### config.mk
export PLATFORM = sky130hd
export DESIGN_NAME = matrix_loader
export DESIGN_NICKNAME = d
export VERILOG_FILES = /design/src/rtl/matrix_pkg.sv /design/src/rtl/matrix_pack_reg.sv /design/src/rtl/matrix_loader.sv
export SDC_FILE = /design/constraint.sdc
export NUM_CORES = 1
export LEC_CHECK = 0
export CAP_MARGIN = 20
export CORE_AREA = 2 2 214 216
export DETAILED_ROUTE_END_ITERATION = 10
export DIE_AREA = 0 0 216 218
export DONT_BUFFER_PORTS = 1
export PLACE_DENSITY = 0.68
export SYNTH_ARGS = -nofsm -noshare
export SYNTH_HDL_FRONTEND = slang
export SYNTH_HIERARCHICAL = 1
export SYNTH_SLANG_ARGS = --single-unit
### constraint.sdc
create_clock -name clk -period 3.4 [get_ports clk]
set_input_delay 0.68 -clock clk [delete_from_list [all_inputs] [get_ports clk]]
set_output_delay 0.68 -clock clk [all_outputs]
set_load 0.02 [all_outputs]
### src/rtl/matrix_pkg.sv
// Shared definitions for the matrix loader and its consumers: element and
// matrix widths, the loader state encoding, and the element-offset mapping.
package matrix_pkg;

    localparam int unsigned DW    = 16;
    localparam int unsigned DIM   = 4;
    localparam int unsigned MAT_W = DW * DIM * DIM;
    localparam int unsigned IDX_W = $clog2(DIM * DIM);
    localparam int unsigned LSB_W = $clog2(MAT_W);

    localparam logic [IDX_W-1:0] IDX_LAST = IDX_W'(DIM * DIM - 1);

    typedef enum logic [1:0] {
        LOAD_A = 2'd0,
        LOAD_B = 2'd1,
        RUN    = 2'd2
    } state_t;

    // Bit position of element [row][col] inside a packed matrix; [0][0] sits at bit 0.
    function automatic logic [LSB_W-1:0] elem_lsb(input int unsigned row, input int unsigned col);
        int unsigned lsb;
        lsb = col * DW + row * DIM * DW;
        return lsb[LSB_W-1:0];
    endfunction

endpackage

### src/rtl/matrix_pack_reg.sv
// One packed DIMxDIM operand register. A stream index selects the element;
// COL_MAJOR picks whether the index walks rows (0) or columns (1).
module matrix_pack_reg
    import matrix_pkg::*;
#(
    parameter bit COL_MAJOR = 1'b0
) (
    input  logic             clk,
    input  logic             reset,
    input  logic             wr_en,
    input  logic [IDX_W-1:0] wr_idx,
    input  logic [DW-1:0]    wr_data,
    output logic [MAT_W-1:0] q
);

    int unsigned      row;
    int unsigned      col;
    logic [LSB_W-1:0] lsb;

    // Map the stream index onto a row/column pair.
    always_comb begin
        if (COL_MAJOR) begin
            row = 32'(wr_idx) % DIM;
            col = 32'(wr_idx) / DIM;
        end else begin
            row = 32'(wr_idx) / DIM;
            col = 32'(wr_idx) % DIM;
        end
    end

    assign lsb = elem_lsb(row, col);

    // Write one element; untouched elements keep their previous value.
    always_ff @(posedge clk or negedge reset) begin
        if (!reset) begin
            q <= '0;
        end else if (wr_en) begin
            q[lsb +: DW] <= wr_data;
        end
    end

endmodule

### src/rtl/matrix_loader.sv
// Streams 16-bit elements into two packed 4x4 operands (m1 then m2), starts
// the multiplier with enable, and holds the operands until done rises.
//
// Handshake: a beat transfers on a rising clk where in_valid && in_ready;
// in_ready is decoded only from registered state, so it never depends on
// any input in the same cycle. in_valid may be asserted at any time and is
// simply ignored while in_ready is low.
//
// Build option: define MATRIX_LOADER_TRANSPOSE_EN to take m2 column-major
// (the source streams the rows of B^T); m1 is always row-major.
module matrix_loader
    import matrix_pkg::*;
(
    input  logic             clk,
    input  logic             reset,
    input  logic [DW-1:0]    in_data,
    input  logic             in_valid,
    input  logic             in_first,
    output logic             in_ready,
    output logic [MAT_W-1:0] m1,
    output logic [MAT_W-1:0] m2,
    output logic             enable,
    input  logic             mult_done,
    output logic             busy,
    output logic             frame_err,
    output logic [7:0]       pair_count,
    output state_t           fsm_state,
    output logic [IDX_W-1:0] idx
);

`ifdef MATRIX_LOADER_TRANSPOSE_EN
    localparam bit M2_COL_MAJOR = 1'b1;
`else
    localparam bit M2_COL_MAJOR = 1'b0;
`endif

    logic             accept;
    logic             resync;
    logic             m1_we;
    logic             m2_we;
    logic [IDX_W-1:0] m1_idx;
    logic             done_q;

    assign in_ready = (fsm_state == LOAD_A) || (fsm_state == LOAD_B);
    assign accept   = in_valid && in_ready;

    // A frame start anywhere other than m1 element 0 restarts the load.
    assign resync = accept && in_first && ((fsm_state == LOAD_B) || (idx != '0));

    // A restarting beat always lands in m1 element 0, even from LOAD_B.
    assign m1_we  = accept && ((fsm_state == LOAD_A) || in_first);
    assign m1_idx = resync ? '0 : idx;
    assign m2_we  = accept && (fsm_state == LOAD_B) && !in_first;

    matrix_pack_reg #(.COL_MAJOR(1'b0)) u_m1 (
        .clk     (clk),
        .reset   (reset),
        .wr_en   (m1_we),
        .wr_idx  (m1_idx),
        .wr_data (in_data),
        .q       (m1)
    );

    matrix_pack_reg #(.COL_MAJOR(M2_COL_MAJOR)) u_m2 (
        .clk     (clk),
        .reset   (reset),
        .wr_en   (m2_we),
        .wr_idx  (idx),
        .wr_data (in_data),
        .q       (m2)
    );

    // Load/run sequencer with registered enable, busy, error pulse and pair counter.
    always_ff @(posedge clk or negedge reset) begin
        if (!reset) begin
            fsm_state  <= LOAD_A;
            idx        <= '0;
            enable     <= 1'b0;
            busy       <= 1'b0;
            frame_err  <= 1'b0;
            pair_count <= '0;
            done_q     <= 1'b0;
        end else begin
            frame_err <= 1'b0;
            // Tracking done continuously means a done already high at RUN
            // entry must drop before a new rise can end the run.
            done_q    <= mult_done;
            case (fsm_state)
                LOAD_A: begin
                    if (accept) begin
                        if (resync) begin
                            idx       <= IDX_W'(1);
                            frame_err <= 1'b1;
                        end else if (idx == IDX_LAST) begin
                            idx       <= '0;
                            fsm_state <= LOAD_B;
                        end else begin
                            idx <= idx + 1'b1;
                        end
                    end
                end
                LOAD_B: begin
                    if (accept) begin
                        if (resync) begin
                            idx       <= IDX_W'(1);
                            frame_err <= 1'b1;
                            fsm_state <= LOAD_A;
                        end else if (idx == IDX_LAST) begin
                            idx       <= '0;
                            enable    <= 1'b1;
                            busy      <= 1'b1;
                            fsm_state <= RUN;
                        end else begin
                            idx <= idx + 1'b1;
                        end
                    end
                end
                RUN: begin
                    if (mult_done && !done_q) begin
                        enable     <= 1'b0;
                        busy       <= 1'b0;
                        pair_count <= pair_count + 1'b1;
                        fsm_state  <= LOAD_A;
                    end
                end
                default: fsm_state <= LOAD_A;
            endcase
        end
    end

endmodule
Word-level counts from Yosys, hierarchy flattened
Cells that the tools add are included. W data, S select, Z words.

Register bits after elaboration: 529. Bits of input ports: 21.

Add/sub/neg operators: 6. Eq/ne operators: 11. Shifts and indexed selects: 4. Multiplexer cells: 21. Reduce and logical (&&, ||, !) cells: 20.

Operators with widths (count): $bwmux W256 (2); $shift A16 B10 Y256 const A (2); $shiftx A16 B10 Y256 (2); $neg A8 Y10 (2); $add A6 B8 Y8 (2); $mux W2 (7); $mux W4 (3); $ne A2 B2 Y1 const B (5); $add A8 B1 Y8 const B (1); $logic_and A1 B1 Y1 (7); $mux W1 (7); $pmux W2 S3 (1); $reduce_and A6 Y1 (1); $reduce_and A5 Y1 (1); $add A4 B1 Y4 const B (1); $eq A4 B4 Y1 const B (1); $ne A2 B1 Y1 const B (2); $reduce_and A2 Y1 (2); $reduce_bool A4 Y1 (1); $logic_or A1 B1 Y1 (3); $ne A3 B2 Y1 const B (1); $eq A2 B1 Y1 const B (1); $eq A2 B2 Y1 const B (1); $logic_not A1 Y1 (2); other kinds (4) (4).

Longest topological paths before layout
Gate-level depths: netlist of the first run.

Depth in word-level cells: 10. Gate-level depth with buffers: 15. Depth with buffers taken out: 12.

Hierarchy
Netlist of the first run, hierarchy kept.

Modules (own cells, without submodules): matrix_pack_reg (u_m1) (times used 1, cells an instance 788, area each 10023.4 um^2); matrix_pack_reg (u_m2) (times used 1, cells an instance 787, area each 9987.1 um^2); matrix_loader (times used 1, cells an instance 81, area each 868.3 um^2).

Worst setup path after synthesis of the first run
OpenSTA, ideal clock, no wires.

Kind: register to register. Start point: register idx[0]. End point: register u_m1.q[166]. Setup time: 0.125 ns. Data arrival time: 3.727 ns. Slack: -0.452 ns. Stages on the path, launching flop included: 14. Buffers on the path: 1. Cell sequence: dfrtp_1 -> inv_1 -> ha_1 -> nor3b_1 -> a211oi_1 -> nor2_1 -> inv_1 -> ha_1 -> or2_4 -> o21a_4 -> nor3b_4 -> o211ai_4 -> buf_6 -> mux2_4.

Longest elaborated chain between the ends: 8. Elaborated cells on any way between the ends: 9.

RTL lines: from (decl) (RTL line matrix_loader.sv:28) `output logic [IDX_W-1:0] idx`; from (signal assigned) (RTL line matrix_loader.sv:98) `idx <= idx + 1'b1;`; from (signal assigned) (RTL line matrix_loader.sv:114) `idx <= idx + 1'b1;`; $reduce_bool A4 Y1 (RTL line matrix_loader.sv:48) `assign resync = accept && in_first && ((fsm_state == LOAD_B) || (idx != '0));`; $logic_or A1 B1 Y1 (RTL line matrix_loader.sv:48); $logic_and A1 B1 Y1 (RTL line matrix_loader.sv:48); $mux W4 * (RTL line matrix_loader.sv:52) `assign m1_idx = resync ? '0 : idx;`; net m1_idx[0] (RTL line matrix_loader.sv:41) `logic [IDX_W-1:0] m1_idx;`; $add A6 B8 Y8 * (RTL line matrix_pkg.sv:22) `lsb = col * DW + row * DIM * DW;`; $neg A8 Y10 * (RTL line matrix_pack_reg.sv:38) `q[lsb +: DW] <= wr_data;`; $shiftx A16 B10 Y256 / $shift A16 B10 Y256 (equally long branches) (RTL line matrix_pack_reg.sv:38); $bwmux W256 * (RTL line matrix_pack_reg.sv:38); to (signal, indexed assignment) (RTL line matrix_pack_reg.sv:38); to (decl) (RTL line matrix_pack_reg.sv:13) `output logic [MAT_W-1:0] q`.

The timed path passes the listed nets; every way through them passes the cells marked *. A chain may end at the register's enable or synchronous reset.

Final worst setup path of the first run
Start point: register idx[1]. End point: register u_m1.q[171].

The elaborated chain is that of the path after synthesis.

==> impl_metrics.env, run 1 <==
export IMPL_status="finished with violations"
export IMPL_failed_checks="negative hold slack"
export IMPL_drtAntennaViolNets=0
export IMPL_timing_max_cap_violations=0
export IMPL_fillers=3799
export IMPL_synth_area_sq_mm=0.0209
export IMPL_drc=0
export IMPL_max_freq_mhz=309
export IMPL_grt_max_degree=530
export IMPL_critPathLaunchType="flop"
export IMPL_die_w_um=216
export IMPL_startpoint="idx[1]$_DFFE_PN0P_"
export IMPL_power_density_mw_per_mm2=830
export IMPL_dieHeight_um=218
export IMPL_die_area_sq_mm=0.0471
export IMPL_synth_top_area_share=0.634
export IMPL_path_depth=14
export IMPL_synth_largest_area_cell="dfrtp_1"
export IMPL_htreeDepth=2
export IMPL_nets=1665
export IMPL_critical_path_most_common_cell="inv_1"
export IMPL_reg2reg_to="u_m1/q[171]$_DFFE_PN0P_"
export IMPL_avgSynthCellArea_sq_um=12.6
export IMPL_synth_edf_count=0
export IMPL_hp_class="in2async"
export IMPL_dp_slack_ns=0.0850
export IMPL_finalHoldViolCount=529
export IMPL_p_switching_mw=7.08
export IMPL_setup_violations=0
export IMPL_cts_inserted_buffers=53
export IMPL_arrival_ns=3.71
export IMPL_reg2regPathDepth=14
export IMPL_antenna_found_initial=0
export IMPL_synth_async_reset_ratio=1.00
export IMPL_dr_pass1_iters=7
export IMPL_critical_path_top_delay_family="simple AND/OR/NAND/NOR gates"
export IMPL_worst_path_largest_cell_delay_ns=0.40
export IMPL_critPathRequiredTime_ns=3.87
export IMPL_gr_usage_all_layers=0.258
export IMPL_crit_chain="inv_1, ha_1, nor3b_2, a211oi_1, buf_4, nor2_1, inv_1, ha_2, or2_4, o21a_4, nor3b_4, o211ai_4, buf_12, mux2_4"
export IMPL_tightestPinTransition_ns=1.03
export IMPL_post_dp_hpwl_um=41100
export IMPL_p_sw_frac=0.368
export IMPL_io_buffers=0
export IMPL_syn_num_nets=1686
export IMPL_slew_limit_headroom=0.311
export IMPL_clk_latency_ns=0.61
export IMPL_r2r_start="idx[1]$_DFFE_PN0P_"
export IMPL_drt_wl_total_um=62000
export IMPL_rsz0062_at_grt="no"
export IMPL_netlist_instances=1656
export IMPL_drive_above_1_share=0.232
export IMPL_cts_clk_slew_worst_paths_ns=0.06
export IMPL_viasPerCell=5.79
export IMPL_clkPwrFrac=0.305
export IMPL_p_seq_frac=0.538
export IMPL_synthFlopType="dfrtp_1"
export IMPL_postLayoutCoreUtil=0.517
export IMPL_max_vdd_ir_drop_v=0.000490
export IMPL_fin_setup_tns_ns=0
export IMPL_rrSetupSlack_ns=0.16
export IMPL_ios=551
export IMPL_ys_top_cells_by_area="dfrtp_1, mux2_2, o21ai_0"
export IMPL_start_util=0.465
export IMPL_row_count=78
export IMPL_yosysWarnings=6
export IMPL_finClkSkew_ns=0.0251
export IMPL_drt_iter0_markers=1479
export IMPL_grt_pass1_wl_um=91100
export IMPL_wl_per_cell_um=27.2
export IMPL_core_sq_mm=0.0449
export IMPL_crit_path_end_kind="flop"
export IMPL_synth_common_cells="dfrtp_1, o21ai_0, nand2_1"
export IMPL_tritoncts="built"
export IMPL_worst_path_buf_inv=4
export IMPL_cts_sinks=529
export IMPL_vias=13198
export IMPL_synth_most_common_cell="dfrtp_1"
export IMPL_combPwrFrac=0.157
export IMPL_worstSetupPathType="reg2reg"
export IMPL_crit_path_top_delay_cell="dfrtp_2"
export IMPL_timing_final_max_slew_violations=0
export IMPL_synth_seq_cells=529
export IMPL_grt_pass1_vias=13514
export IMPL_fin_crit_ns=3.24
export IMPL_synth_distinct_cells=74
export IMPL_cts_buffer_depth=3
export IMPL_overflow=0
export IMPL_synthToLayoutAreaGrowth_pct=11.2
export IMPL_ys_seq_area_frac=0.634
export IMPL_p_int_mw=12.2
export IMPL_power_leakage_nw=11.2
export IMPL_cp_max_fo=16
export IMPL_cts_root_buf="clkbuf_16"
export IMPL_layout_setup_ws_ns=0.163
export IMPL_fin_hold_ws_ns=-0.184
export IMPL_routabilityCongestion=0.861
export IMPL_total_power_mw=19.3
export IMPL_finalCritPeriodShare=0.952
==> sequential cells by signal, indices dropped and copies added (netlist names) <==
signal,flops
done_q,1
fsm_state,2
u_m2/q,256
pair_count,8
busy,1
idx,4
u_m1/q,256
frame_err,1
==> final cells by class <==
type	instances	area, sq um	share of cell area
sequential	529	13200	0.571
antenna	2	5.00	0.000216
multi-input combinational	981	6940	0.299
clock inverter	19	173	0.00744
inverter	29	109	0.00469
timing repair buffer	41	370	0.0160
clock buffer	78	1620	0.0699
tap	600	751	0.0323
==> power groups by stage <==
stage | logic (mW) | registers, mW | clock network [mW]
3_3_place_gp | 2.80 | 10.4 | 0
2_1_floorplan | 2.29 | 9.87 | 0
5_1_grt | 3.32 | 10.5 | 6.24
3_5_place_dp | 2.95 | 10.4 | 0
6_report | 3.02 | 10.4 | 5.87
4_1_cts | 2.96 | 10.4 | 5.98
==> metrics by stage <==
| stage | instance area [sq um] | std cells |
|---|---|---|
| floorplan | 20900 | 1656 |
| global placement | 21300 | 2176 |
| detailed placement | 21300 | 2176 |
| CTS | 23100 | 2273 |
| global route | 23200 | 2277 |
| finish | 23200 | 2279 |
==> worst max path at each step <==
stage / to / slack (ns)
floorplan: u_m1/q[166]$_DFFE_PN0P_ / 0.01
global placement: u_m1/q[47]$_DFFE_PN0P_ / 0.20
detailed placement: u_m1/q[41]$_DFFE_PN0P_ / 0.08
CTS: u_m1/q[171]$_DFFE_PN0P_ / 0.06
global route: u_m1/q[105]$_DFFE_PN0P_ / 0.009
finish: u_m1/q[171]$_DFFE_PN0P_ / 0.16
==> kinds of logic after synthesis <==
kind of cell    after synthesis  share of synthesized area
xor+xnor                     12                    0.00503
flops                       529                      0.634
simple gates                352                     0.0787
mux                         273                      0.153
fa+ha+maj                     9                    0.00539
buf+inv                     146                     0.0347
compound gates              335                     0.0886
==> repair_timing <==
action,in CTS,in global routing
hold endpoints to repair,529,529
buffers inserted,0,4
endpoints found under the setup margin,0,61
resized for setup,0,1
==> layout by cell type, fill, tap and decap left out, types with 18 or more instances in the layout <==
master / synthesis / final
buf_4: 12 / 36
clkbuf_16: 0 / 54
clkbuf_8: 0 / 18
dfrtp_1: 529 / 527
inv_1: 29 / 28
mux2_1: 40 / 40
mux2_2: 177 / 177
mux2_4: 40 / 40
nand2_1: 257 / 257
nor2_1: 20 / 18
o21ai_0: 263 / 263
o21ai_1: 24 / 24
==> per-layer routing <==
metal	global-route usage	vias to the layer above	routed length, um
met1	0.309	6789	23200
met2	0.425	665	30200
li1	-	5641	-
met5	0	-	0
met3	0.107	103	6880
met4	0.0852	0	1740
No activity file was read; power rests on OpenSTA's default activity.
==> inputs of run 2 (changes only) <==
--- a/config.mk
+++ b/config.mk
@@ -6,12 +6,11 @@
 export NUM_CORES = 1
 export LEC_CHECK = 0
 export CAP_MARGIN = 20
-export CORE_AREA = 2 2 214 216
+export CORE_AREA = 2 2 213 215
 export DETAILED_ROUTE_END_ITERATION = 10
-export DIE_AREA = 0 0 216 218
+export DIE_AREA = 0 0 215 217
 export DONT_BUFFER_PORTS = 1
 export PLACE_DENSITY = 0.68
 export SYNTH_ARGS = -nofsm -noshare
 export SYNTH_HDL_FRONTEND = slang
-export SYNTH_HIERARCHICAL = 1
 export SYNTH_SLANG_ARGS = --single-unit
==> impl_metrics.env, run 2 <==
export IMPL_grt_pass1_vias=12658
export IMPL_grt_max_degree=530
export IMPL_viasPerCell=5.64
export IMPL_synth_top_area_share=0.642
export IMPL_rrSetupSlack_ns=0.17
export IMPL_clk_latency_ns=0.58
export IMPL_io_buffers=0
export IMPL_die_w_um=215
export IMPL_gr_usage_all_layers=0.250
export IMPL_rsz0062_at_grt="no"
export IMPL_dr_pass1_iters=5
export IMPL_post_dp_hpwl_um=39000
export IMPL_mostFrequentLayoutCells="dfrtp_1, mux2_2, nand2_1, o21ai_0, clkbuf_16"
export IMPL_synth_edf_count=0
export IMPL_critPathRequiredTime_ns=3.86
export IMPL_wl_per_cell_um=27.9
export IMPL_row_count=78
export IMPL_startpoint="idx[0]$_DFFE_PN0P_"
export IMPL_cts_buffer_depth=3
export IMPL_antenna_found_initial=4
export IMPL_yosysWarnings=0
export IMPL_timing_final_max_slew_violations=280
export IMPL_syn_num_nets=1502
export IMPL_post_cts_setup_buffer_count=0
export IMPL_ys_seq_area_frac=0.642
export IMPL_setup_violations=0
export IMPL_arrival_ns=3.68
export IMPL_fin_hold_ws_ns=-0.200
export IMPL_critPathLaunchType="flop"
export IMPL_post_cts_resized=0
export IMPL_dieHeight_um=217
export IMPL_reg_top3="u_m1.q (256), u_m2.q (256), pair_count (8)"
export IMPL_power_density_mw_per_mm2=828
export IMPL_fillers=3793
export IMPL_drtAntennaViolNets=0
export IMPL_synth_most_common_cell="dfrtp_1"
export IMPL_avgSynthCellArea_sq_um=14.0
export IMPL_cts_clk_slew_worst_paths_ns=0.06
export IMPL_slew_limit_headroom=-0.435
export IMPL_nets=1504
export IMPL_cts_root_buf="clkbuf_16"
export IMPL_drt_wl_total_um=59000
export IMPL_layout_commonest_cell="dfrtp_1"
export IMPL_failed_checks="negative hold slack, max-slew violations"
export IMPL_worst_path_largest_cell_delay_ns=0.40
export IMPL_crit_chain="inv_1, ha_2, nor4b_4, o21ai_2, ha_2, nand2b_1, a2111oi_4, nor4b_4, nand2_2, mux2_2"
export IMPL_synth_seq_cells=529
export IMPL_layout_setup_ws_ns=0.174
export IMPL_crit_path_top_delay_cell="dfrtp_2"
export IMPL_crit_path_end_kind="flop"
export IMPL_htreeDepth=2
export IMPL_synth_largest_area_cell="dfrtp_1"
export IMPL_reg2regPathDepth=10
export IMPL_cp_max_fo=16
export IMPL_drt_iter0_markers=859
export IMPL_grt_pass1_wl_um=86500
export IMPL_finalCritPeriodShare=0.949
export IMPL_synth_common_cells="dfrtp_1, mux2_2, nand2_1"
export IMPL_reg2reg_to="u_m1.q[103]$_DFFE_PN0P_"
export IMPL_vias=11929
export IMPL_synthFlopType="dfrtp_1"
export IMPL_hp_class="in2async"
export IMPL_cts_sinks=529
export IMPL_max_vdd_ir_drop_v=0.000476
export IMPL_routabilityCongestion=0.863
export IMPL_worstSetupPathType="reg2reg"
export IMPL_r2r_start="idx[0]$_DFFE_PN0P_"
export IMPL_start_util=0.462
export IMPL_drive_above_1_share=0.362
export IMPL_dp_slack_ns=0.103
export IMPL_tightestPinTransition_ns=2.15
export IMPL_seqCellArea_sq_mm=0.0132
export IMPL_fin_crit_ns=3.23
export IMPL_power_leakage_nw=11.4
export IMPL_core_sq_mm=0.0447
export IMPL_multi_input_area_sq_mm=0.00686
export IMPL_synth_async_reset_ratio=1.00
export IMPL_die_area_sq_mm=0.0467
export IMPL_ios=551
export IMPL_synth_distinct_cells=54
export IMPL_max_freq_mhz=310
export IMPL_overflow=0
export IMPL_status="finished with violations"
export IMPL_synth_area_sq_mm=0.0206
export IMPL_fin_setup_tns_ns=0
export IMPL_timing_max_cap_violations=0
export IMPL_ys_top_cells_by_area="dfrtp_1, mux2_2, nand2_1"
export IMPL_drc=0
export IMPL_tritoncts="built"
export IMPL_finalHoldViolCount=98
export IMPL_synthToLayoutAreaGrowth_pct=12.0
export IMPL_cts_inserted_buffers=53
export IMPL_netlist_instances=1473
export IMPL_finClkSkew_ns=0.0145
export IMPL_total_power_mw=19.1
## run 2: cell types whose count changed after synthesis, sizes merged, moves of 15 or more
cell and change:
o21ai -184, mux2 +127, nand2 -121, buf -20, and3 +16, mux2i +16
and2 +15
## run 2: routing by layer
metal  wire (um)  vias up  part of all wire  GRT usage
met5           0        -                 0          0
met4        1700        0             0.029     0.0841
met3        6750      109              0.11      0.116
met2       27900      512              0.47      0.404
met1       22700     6267              0.38      0.296
li1            -     5041                 -          -
## run 2: logic make-up after synthesis
logic type,share of synthesized area
xor gates and xnor gates,0.00382
DFF,0.642
adders and majority gates,0.00485
buffers and inverters,0.0293
AOI/OAI and AO/OA,0.0335
muxes,0.227
and+or+nand+nor,0.0600
## run 2: cell type report
class | instances | area share
clock buffers | 74 | 0.0673
flip-flops and latches | 529 | 0.573
clock inverters | 19 | 0.00953
well taps | 600 | 0.0325
multi-input cells | 806 | 0.297
repair buffers | 45 | 0.0148
diodes | 2 | 0.000216
inverters | 40 | 0.00649
## run 2: where the power goes
group / leakage [nW] / switching, mW / internal (mW)
sequential: 7.22 / 2.76 / 7.57
combinational: 3.25 / 1.63 / 1.25
clock: 0.887 / 2.43 / 3.49
## run 2: how the worst max path moves through the flow
stage | to | slack (ns) | cells past startpoint
2_1_floorplan | u_m1.q[166]$_DFFE_PN0P_ | 0.006 | 12
5_1_grt | u_m1.q[234]$_DFFE_PN0P_ | 0.03 | 10
4_1_cts | u_m1.q[128]$_DFFE_PN0P_ | 0.09 | 9
6_report | u_m1.q[103]$_DFFE_PN0P_ | 0.17 | 10
3_5_place_dp | u_m1.q[141]$_DFFE_PN0P_ | 0.10 | 9
3_3_place_gp | u_m1.q[142]$_DFFE_PN0P_ | 0.14 | 9
## run 2: metrics by stage
stage,cell area [sq um],utilization,std cells
after floorplan,20700,-,1473
after global placement,21300,0.477,2019
after detailed placement,21300,0.477,2019
after CTS,23100,0.517,2112
after global routing,23100,0.517,2113
final,23100,0.517,2115
## run 2: worst max-delay path: cells and delay by family (launching register included)
family,cells,cell delay (ns)
AND/OR/NAND/NOR,4,1.23
adder cells (fa/ha/maj),2,0.48
multiplexers,1,0.39
AO/OA/AOI/OAI,2,0.46
flip-flops,1,0.40
buffers and inverters,1,0.12
